**src/rtl/spi_host_pkg.sv**
```systemverilog
// Shared types and SPI framing constants for the SPI host initiator.
// Imported by the RTL and by the bench's slave model.
package spi_host_pkg;

    typedef enum logic [2:0] {
        IDLE  = 3'd0,
        SETUP = 3'd1,
        SHIFT = 3'd2,
        NEXT  = 3'd3,
        HOLD  = 3'd4,
        GAP   = 3'd5
    } spi_host_state_t;

    // Mode 0: SCLK idles low, data sampled on the rising edge.
    localparam logic SPI_CPOL      = 1'b0;
    localparam logic SPI_CPHA      = 1'b0;
    localparam logic SPI_MSB_FIRST = 1'b1;

endpackage

```
**src/rtl/spi_host_div_tick.sv**
```systemverilog
// SCLK half-period divider: emits o_tick every CLK_DIV enabled cycles.
// Ports: i_clk, i_rst (sync, high), i_en (count), i_clear (reload), o_tick.
module spi_host_div_tick #(
    parameter int CLK_DIV = 4
) (
    input  logic i_clk,
    input  logic i_rst,
    input  logic i_en,
    input  logic i_clear,
    output logic o_tick
);

    localparam int CW = $clog2(CLK_DIV);
    localparam logic [CW-1:0] RELOAD = CW'(CLK_DIV - 1);

    logic [CW-1:0] r_cnt;

    // A clear restarts the full period so every state entry
    // waits exactly CLK_DIV cycles before its first tick.
    always_ff @(posedge i_clk) begin
        if (i_rst) begin
            r_cnt <= RELOAD;
        end else if (i_clear) begin
            r_cnt <= RELOAD;
        end else if (i_en) begin
            if (r_cnt == '0) r_cnt <= RELOAD;
            else             r_cnt <= r_cnt - CW'(1);
        end
    end

    assign o_tick = i_en && (r_cnt == '0);

endmodule

```
**src/rtl/spi_host_master.sv**
```systemverilog
// Mode-0, MSB-first, full-duplex SPI initiator with a valid/ready word port.
// Ports: i_clk, i_rst; tx: i_tx_valid/o_tx_ready/i_tx_data/i_tx_last;
//  rx: o_rx_valid/o_rx_data; o_busy; SPI: o_sclk, o_cs, o_mosi, i_miso.
module spi_host_master
    import spi_host_pkg::*;
#(
    parameter int DATA_W  = 32,
    parameter int CLK_DIV = 4
) (
    input  logic              i_clk,
    input  logic              i_rst,
    input  logic              i_tx_valid,
    output logic              o_tx_ready,
    input  logic [DATA_W-1:0] i_tx_data,
    input  logic              i_tx_last,
    output logic              o_rx_valid,
    output logic [DATA_W-1:0] o_rx_data,
    output logic              o_busy,
    output logic              o_sclk,
    output logic              o_cs,
    output logic              o_mosi,
    input  logic              i_miso
);

    generate
        if (CLK_DIV < 2) begin : g_bad_div
            $error("spi_host_master: CLK_DIV must be >= 2");
        end
        if (DATA_W < 8) begin : g_bad_w
            $error("spi_host_master: DATA_W must be >= 8");
        end
    endgenerate

    localparam int BW = $clog2(DATA_W + 1);

    spi_host_state_t r_state;
    spi_host_state_t w_state_nxt;

    logic [DATA_W-1:0] r_tx;
    logic [DATA_W-1:0] r_rx;
    logic [DATA_W-1:0] r_rx_data;
    logic [BW-1:0]     r_bit_cnt;
    logic              r_last;
    logic              r_rx_valid;
    logic              r_sclk;
    logic              r_cs;
    logic              r_mosi;

    logic w_tick;
    logic w_clear;
    logic w_div_en;
    logic w_tx_ready;
    logic w_accept;
    logic w_last_bit;
    logic w_load;
    logic w_fall;
    logic w_done;
    logic w_sclk_d;
    logic w_cs_d;
    logic w_mosi_d;

    assign w_tx_ready = (r_state == IDLE) || (r_state == NEXT);
    assign w_accept   = i_tx_valid && w_tx_ready;
    assign w_last_bit = (r_bit_cnt == BW'(DATA_W - 1));
    assign w_div_en   = !w_tx_ready;
    assign w_clear    = (r_state != w_state_nxt);

    spi_host_div_tick #(
        .CLK_DIV (CLK_DIV)
    ) u_div (
        .i_clk   (i_clk),
        .i_rst   (i_rst),
        .i_en    (w_div_en),
        .i_clear (w_clear),
        .o_tick  (w_tick)
    );

    always_ff @(posedge i_clk) begin
        if (i_rst) r_state <= IDLE;
        else       r_state <= w_state_nxt;
    end

    always_comb begin
        w_state_nxt = r_state;
        unique case (r_state)
            IDLE, NEXT: begin
                if (w_accept) w_state_nxt = SETUP;
            end
            SETUP: begin
                if (w_tick) w_state_nxt = SHIFT;
            end
            SHIFT: begin
                if (w_tick && r_sclk && w_last_bit)
                    w_state_nxt = r_last ? HOLD : NEXT;
            end
            HOLD: begin
                if (w_tick) w_state_nxt = GAP;
            end
            GAP: begin
                if (w_tick) w_state_nxt = IDLE;
            end
            default: w_state_nxt = IDLE;
        endcase
    end

    // Next values for the registered SPI pins plus datapath strobes.
    always_comb begin
        w_sclk_d = 1'b0;
        w_cs_d   = r_cs;
        w_mosi_d = r_mosi;
        w_load   = 1'b0;
        w_fall   = 1'b0;
        w_done   = 1'b0;
        unique case (r_state)
            IDLE: begin
                w_cs_d   = 1'b1;
                w_mosi_d = 1'b0;
                if (w_accept) begin
                    w_load   = 1'b1;
                    w_cs_d   = 1'b0;
                    w_mosi_d = i_tx_data[DATA_W-1];
                end
            end
            NEXT: begin
                if (w_accept) begin
                    w_load   = 1'b1;
                    w_mosi_d = i_tx_data[DATA_W-1];
                end
            end
            SETUP: begin
                w_sclk_d = w_tick;
            end
            SHIFT: begin
                w_sclk_d = w_tick ? !r_sclk : r_sclk;
                if (w_tick && r_sclk) begin
                    // Sample MISO on the falling-edge cycle: the
                    // slave has had the full high phase to settle.
                    w_fall = 1'b1;
                    if (w_last_bit) w_done   = 1'b1;
                    else            w_mosi_d = r_tx[DATA_W-2];
                end
            end
            HOLD: begin
                if (w_tick) w_cs_d = 1'b1;
            end
            GAP: begin
                w_cs_d   = 1'b1;
                w_mosi_d = 1'b0;
            end
            default: begin
                w_cs_d   = 1'b1;
                w_mosi_d = 1'b0;
            end
        endcase
    end

    always_ff @(posedge i_clk) begin
        if (i_rst) begin
            r_tx       <= '0;
            r_rx       <= '0;
            r_rx_data  <= '0;
            r_bit_cnt  <= '0;
            r_last     <= 1'b0;
            r_rx_valid <= 1'b0;
            r_sclk     <= 1'b0;
            r_cs       <= 1'b1;
            r_mosi     <= 1'b0;
        end else begin
            r_sclk     <= w_sclk_d;
            r_cs       <= w_cs_d;
            r_mosi     <= w_mosi_d;
            r_rx_valid <= w_done;
            if (w_load) begin
                r_tx      <= i_tx_data;
                r_last    <= i_tx_last;
                r_bit_cnt <= '0;
            end
            if (w_fall) begin
                r_rx      <= {r_rx[DATA_W-2:0], i_miso};
                r_bit_cnt <= r_bit_cnt + BW'(1);
                if (!w_done) r_tx <= {r_tx[DATA_W-2:0], 1'b0};
            end
            if (w_done) r_rx_data <= {r_rx[DATA_W-2:0], i_miso};
        end
    end

    assign o_tx_ready = w_tx_ready;
    assign o_busy     = (r_state != IDLE);
    assign o_rx_valid = r_rx_valid;
    assign o_rx_data  = r_rx_data;
    assign o_sclk     = r_sclk;
    assign o_cs       = r_cs;
    assign o_mosi     = r_mosi;

endmodule

```
**config.mk**
```make
export PLATFORM = sky130hd
export DESIGN_NAME = spi_host_master
export DESIGN_NICKNAME = d
export VERILOG_FILES = /design/src/rtl/spi_host_pkg.sv /design/src/rtl/spi_host_div_tick.sv /design/src/rtl/spi_host_master.sv
export SDC_FILE = /design/constraint.sdc
export NUM_CORES = 1
export LEC_CHECK = 0
export ABC_AREA = 1
export CAP_MARGIN = 5
export CORE_MARGIN = 2
export CORE_UTILIZATION = 57
export CTS_CLUSTER_DIAMETER = 100
export CTS_CLUSTER_SIZE = 20
export DETAILED_ROUTE_END_ITERATION = 7
export PLACE_DENSITY = 0.85
export SETUP_SLACK_MARGIN = 0.4
export SLEW_MARGIN = 20
export SYNTH_ARGS = -nofsm -noshare
export SYNTH_HDL_FRONTEND = slang
export SYNTH_SLANG_ARGS = --single-unit
```
**constraint.sdc**
```tcl
create_clock -name i_clk -period 4.9 [get_ports i_clk]
set_input_delay 1.47 -clock i_clk [delete_from_list [all_inputs] [get_ports i_clk]]
set_output_delay 1.47 -clock i_clk [all_outputs]
set_load 0.005 [all_outputs]
```
## Word level (Yosys, flattened, before mapping)

Cells that the tools add are included.

- Bitwise operators: 2
- $add $sub $neg: 2
- Multiplexer cells: 30
- Reductions and logical operators: 17
- Eq/ne operators: 12

Operator list:

| kind | number |
|---|---|
| 2-to-1 mux 32 bit | 3 |
| 2-to-1 mux 3 bit | 6 |
| one-hot mux 3 bit (5 select lines) | 1 |
| 2-to-1 mux 1 bit | 14 |
| 2-to-1 mux 6 bit | 2 |
| != test 2 bit, second input constant | 5 |
| adder 6 x 1 -> 6 bit, second input constant | 1 |
| equality test 3 x 2 -> 1 bit, second input constant | 2 |
| equality test 3 bit, second input constant | 2 |
| equality test 6 x 5 -> 1 bit, second input constant | 1 |
| OR reduction 2 bit | 3 |
| logical AND 1 bit | 4 |
| one-hot mux 1 bit (4 select lines) | 1 |
| AND reduction 4 bit | 1 |
| equality test 3 x 1 -> 1 bit, second input constant | 1 |
| logical NOT 3 bit | 1 |
| != test 3 bit | 1 |
| one-hot mux 1 bit (3 select lines) | 1 |
| nonzero test 3 bit | 1 |
| OR reduction 3 bit | 1 |
| logical NOT 1 bit | 2 |
| logical NOT 2 bit | 1 |
| 2-to-1 mux 2 bit | 1 |
| inverter 1 bit | 2 |
| other kinds (5) | 5 |

- Logic and storage cells: 74
- Output and inout bits: 38
- Input port bits: 37
- Register bits: 111

## Depth between registers and ports, before layout

- Depth after elaboration: 10
- Mapped depth: 11
- Mapped depth without buffers: 11

## Hierarchy

From an unflattened synthesis, not the netlist that was laid out.

- Cell total of the unflattened synthesis: 675
- Area, all modules: 4,723.3 µm²

By module, submodules not included:

| module | cells an instance | sequential area each (µm²) | times used | area each (µm²) |
|---|---|---|---|---|
| spi_host_master | 655 | 2,162.1 | 1 | 4,601.9 |
| spi_host_div_tick | 20 | 40.0 | 1 | 121.4 |

## Least setup slack after synthesis

OpenSTA, ideal clock, no wires.

- Path type: input -> register
- From: input i_rst
- To: register r_bit_cnt[0]
- Buffers on the path: 3
- Arrival time: 2.485 ns
- Stages: 6
- Required time: 4.830 ns
- Library setup time: 0.070 ns
- Slack: 2.345 ns
- Path through: clkbuf_1 -> inv_1 -> clkbuf_1 -> buf_1 -> o21ai_0 -> a21oi_1

RTL lines:

| element | line | text |
|---|---|---|
| start: declaration | spi_host_master.sv:11 | `input logic i_rst,` |
| end signal: assignment | spi_host_master.sv:180 | `r_bit_cnt <= r_bit_cnt + BW'(1);` |
| end: declaration | spi_host_master.sv:42 | `logic [BW-1:0] r_bit_cnt;` |

## Final worst setup path

- From: register r_state[2]
- To: register r_tx[2]

- Word-level cells in the longest chain between the ends: 9
- Elaborated cells between the ends (all ways): 18
- Those cells by class: 2 x eq/ne; 9 x mux; 7 x reduce/logical

RTL lines:

| element | line | text |
|---|---|---|
| start: declaration | spi_host_master.sv:36 | `spi_host_state_t r_state;` |
| start signal: assignment | spi_host_master.sv:80 | `else r_state <= w_state_nxt;` |
| equality test 3 x 2 -> 1 bit / logical NOT 3 bit (equally long branches) | spi_host_master.sv:62, spi_host_master.sv:114 |  |
| logical OR 1 bit | spi_host_master.sv:62 | `assign w_tx_ready = (r_state == IDLE) \|\| (r_state == NEXT);` |
| logical NOT 1 bit | spi_host_master.sv:65 | `assign w_div_en = !w_tx_ready;` |
| logical AND 1 bit | spi_host_div_tick.sv:31 | `assign o_tick = i_en && (r_cnt == '0);` |
| logical AND 1 bit | spi_host_master.sv:135 | `if (w_tick && r_sclk) begin` |
| 2-to-1 mux 1 bit | spi_host_master.sv:135 |  |
| 2-to-1 mux 1 bit | spi_host_master.sv:114 | `unique case (r_state)` |
| 2-to-1 mux 32 bit | spi_host_master.sv:181 | `if (!w_done) r_tx <= {r_tx[DATA_W-2:0], 1'b0};` |
| 2-to-1 mux 32 bit * | spi_host_master.sv:178 | `if (w_fall) begin` |
| end signal: assignment | spi_host_master.sv:174 | `r_tx <= i_tx_data;` |
| end signal: assignment | spi_host_master.sv:181 |  |
| end: declaration | spi_host_master.sv:39 | `logic [DATA_W-1:0] r_tx;` |

Mark *: on every way between the ends. The rest lies on a longest branch, timed or not.
A chain may end at the register's enable or synchronous reset.

==> qor.yml <==
global_routing:
  grt_overflow_total: 0
  antenna_found_initial: 0
  first_global_vias: 3839
  busiest_layer: "met2"
  grt_util_met1: 0.298
  grt_pass1_wl_mm: 16.6
  grt_use_met2: 0.399
  grt_max_degree: 76
  track_usage: 0.235
  grt_use_met3: 0.0496
detailed_routing:
  post_drt_wl_per_cell_um: 12.8
  drc: 0
  via_per_inst: 5.37
  num_vias: 4147
  first_iter_violations: 297
  dr.pass1.iters: 5
  wl_mm: 9.87
  ant_nets: 0
min_path:
  hp-start: "r_rx[14]"
  min_path_type: "flop to flop"
sta:
  setup_viol: 0
  clock.fmax_mhz: 272
  min_period_ns: 3.67
  tightest_slew_ns: 0.973
  hold_viol_final: 0
  fin_crit_sh: 0.750
  final_max_slew_viol_count: 0
  grt_setup_unrepaired: "no"
  slew_headroom: 0.351
  worst_hold_slack_ns: 0.468
  finClkSkew_ns: 0.0166
  tns_ns: 0
placement:
  io_buffers: 74
  dpl_cell_area_um2: 5200
  hpwl_mm: 6.37
  place_congestion: 0.841
  dp.cells: 757
worst_setup_path:
  crit_arrival_ns: 3.98
  cp_slowest_cell: "nor2_4"
  crit_chain: "inv_2, nand3_1, nand2_2, inv_2, nand3_2, nor2_4, clkinv_2, nor2_4, o21ai_0, nor2_1"
  cp.required_ns: 5.20
  endpoint_kind: "flop"
  worstSetupPathType: "flop to flop"
  r2r-start: "r_state[2]"
  slowest_delay_ns: 0.92
  path_max_fanout: 75
  crit_start: "r_state[2]"
  start_kind: "flop"
logic_synthesis:
  yosysMostFrequentCell: "nand2_1"
  syn-cell-area_um2: 4490
  synth-seq-cells: 110
  synth-edff-count: 0
  yosys_most_used_dff: "dfxtp_1"
  yosys_warnings: 0
  synth-async-reset-ratio: 0
  avgSynthCellArea_um2: 7.28
  synth_top_area_frac: 0.490
  ys_top_cells_by_area: "dfxtp_1, nand2_1, a21oi_1"
  yosys.area.top_type: "dfxtp_1"
  syn_inst: 617
  synth_cell_types: 31
  synthTopCellsByCount: "nand2_1, dfxtp_1, a21oi_1"
  ys_seq_area_frac: 0.490
  syn_nets: 656
cts:
  cts_sinks: 110
  cts_buffers: 9
  clock_tree.buffer_depth: 2
  clk_pin_slew_ns: 0.09
  cts_root_buf: "clkbuf_8"
  cts_tree: "done"
  worstSkewPairLatency_ns: 0.37
  holdBufCountCts: 0
  cts_resized: 0
  h-tree-depth: 3
  cts_setup_buffers: 0
finish:
  instances_no_fill: 772
  nets: 705
  final_cell_area_um2: 5390
  area_growth_syn_to_layout_pct: 19.9
  n_antenna_cell: 0
  drive_gt1_frac: 0.0522
  fillers: 650
job:
  maxCapViolCount: 0
run_status:
  outcome: "finished clean"
die:
  die_w_um: 92.8
  die_h_um: 92.8
  die_area_um2: 8610
  core-area_um2: 7690
  num_rows: 32
  pin_count: 75
  start_util: 0.585
power:
  p_leak_nw: 2.09
  cellPowerDensity_nw_per_um2: 293
  p_total_mw: 1.58
  irDropWorstVdd_mv: 0.179
## registers in the layout, summed over array words and instances (netlist names)
signal       count
u_div.r_cnt      2
o_mosi           1
o_rx_valid       1
r_state          3
o_rx_data       32
o_sclk           1
r_rx            31
o_cs             1
r_bit_cnt        6
r_tx            31
r_last           1
## final timing paths
path / end / slack [ns] / cells after the start
setup / recovery: r_tx[2] / 1.23 / 10
hold / removal: o_rx_data[15] / 0.47 / 2
setup reg to reg: r_tx[2] / 1.23 / 10
hold reg to reg: o_rx_data[15] / 0.47 / 2
## cells in the final DEF, fill, tap and decap left out, drive strengths merged, types with 12 or more instances in the layout
| cell type | synthesis | layout |
|---|---|---|
| a21oi | 58 | 58 |
| dfxtp | 110 | 110 |
| clkbuf | 15 | 12 |
| nor2 | 51 | 51 |
| o21ai | 70 | 70 |
| nor3 | 32 | 32 |
| clkdlybuf4s50 | 0 | 74 |
| nand2 | 180 | 180 |
| inv | 34 | 32 |
| nand3 | 30 | 30 |
## worst max-delay path: cells and delay by family, from the launching register on
family	cells	cell delay, ns
compound gates	1	0.17
buf+inv	3	1.11
flops	1	0.38
simple gates	6	1.89
## metrics by stage
stage / utilization / worst slack, ns
finish: 0.701 / 1.23
global route: 0.701 / 0.869
CTS: 0.701 / 1.77
detailed placement: 0.676 / 1.49
global placement: 0.676 / 1.51
floorplan: - / 2.34
## where the power goes
| group | switching [mW] | total, mW | internal [mW] | leakage, nW |
|---|---|---|---|---|
| combinational | 0.0637 | 0.120 | 0.0562 | 1.11 |
| sequential | 0.0103 | 0.922 | 0.912 | 0.892 |
| clock | 0.287 | 0.536 | 0.248 | 0.0887 |
| total | 0.361 | 1.58 | 1.22 | 2.09 |
## routing by layer
layer | vias to the layer above | wire, um
li1 | 2104 | -
met1 | 1902 | 4460
met2 | 125 | 4690
met3 | 16 | 576
met4 | 0 | 148
met5 | - | 0
## logic make-up after synthesis
| group | count (synthesis) | synth area share |
|---|---|---|
| compound gates | 135 | 0.155 |
| xor+xnor | 1 | 0.00195 |
| fa+ha+maj | 2 | 0.00557 |
| buf+inv | 73 | 0.0702 |
| flops | 110 | 0.490 |
| simple gates | 296 | 0.278 |
## area by class of cell
type / count / area, um2 / area share
clock buffers: 12 / 145 / 0.0269
repair buffers: 77 / 763 / 0.142
multi-input cells: 434 / 1980 / 0.367
flip-flops and latches: 110 / 2200 / 0.409
inverters: 34 / 129 / 0.0239
well taps: 102 / 128 / 0.0237
clock inverters: 3 / 45.0 / 0.00836
(Power assumes the default switching activity.)
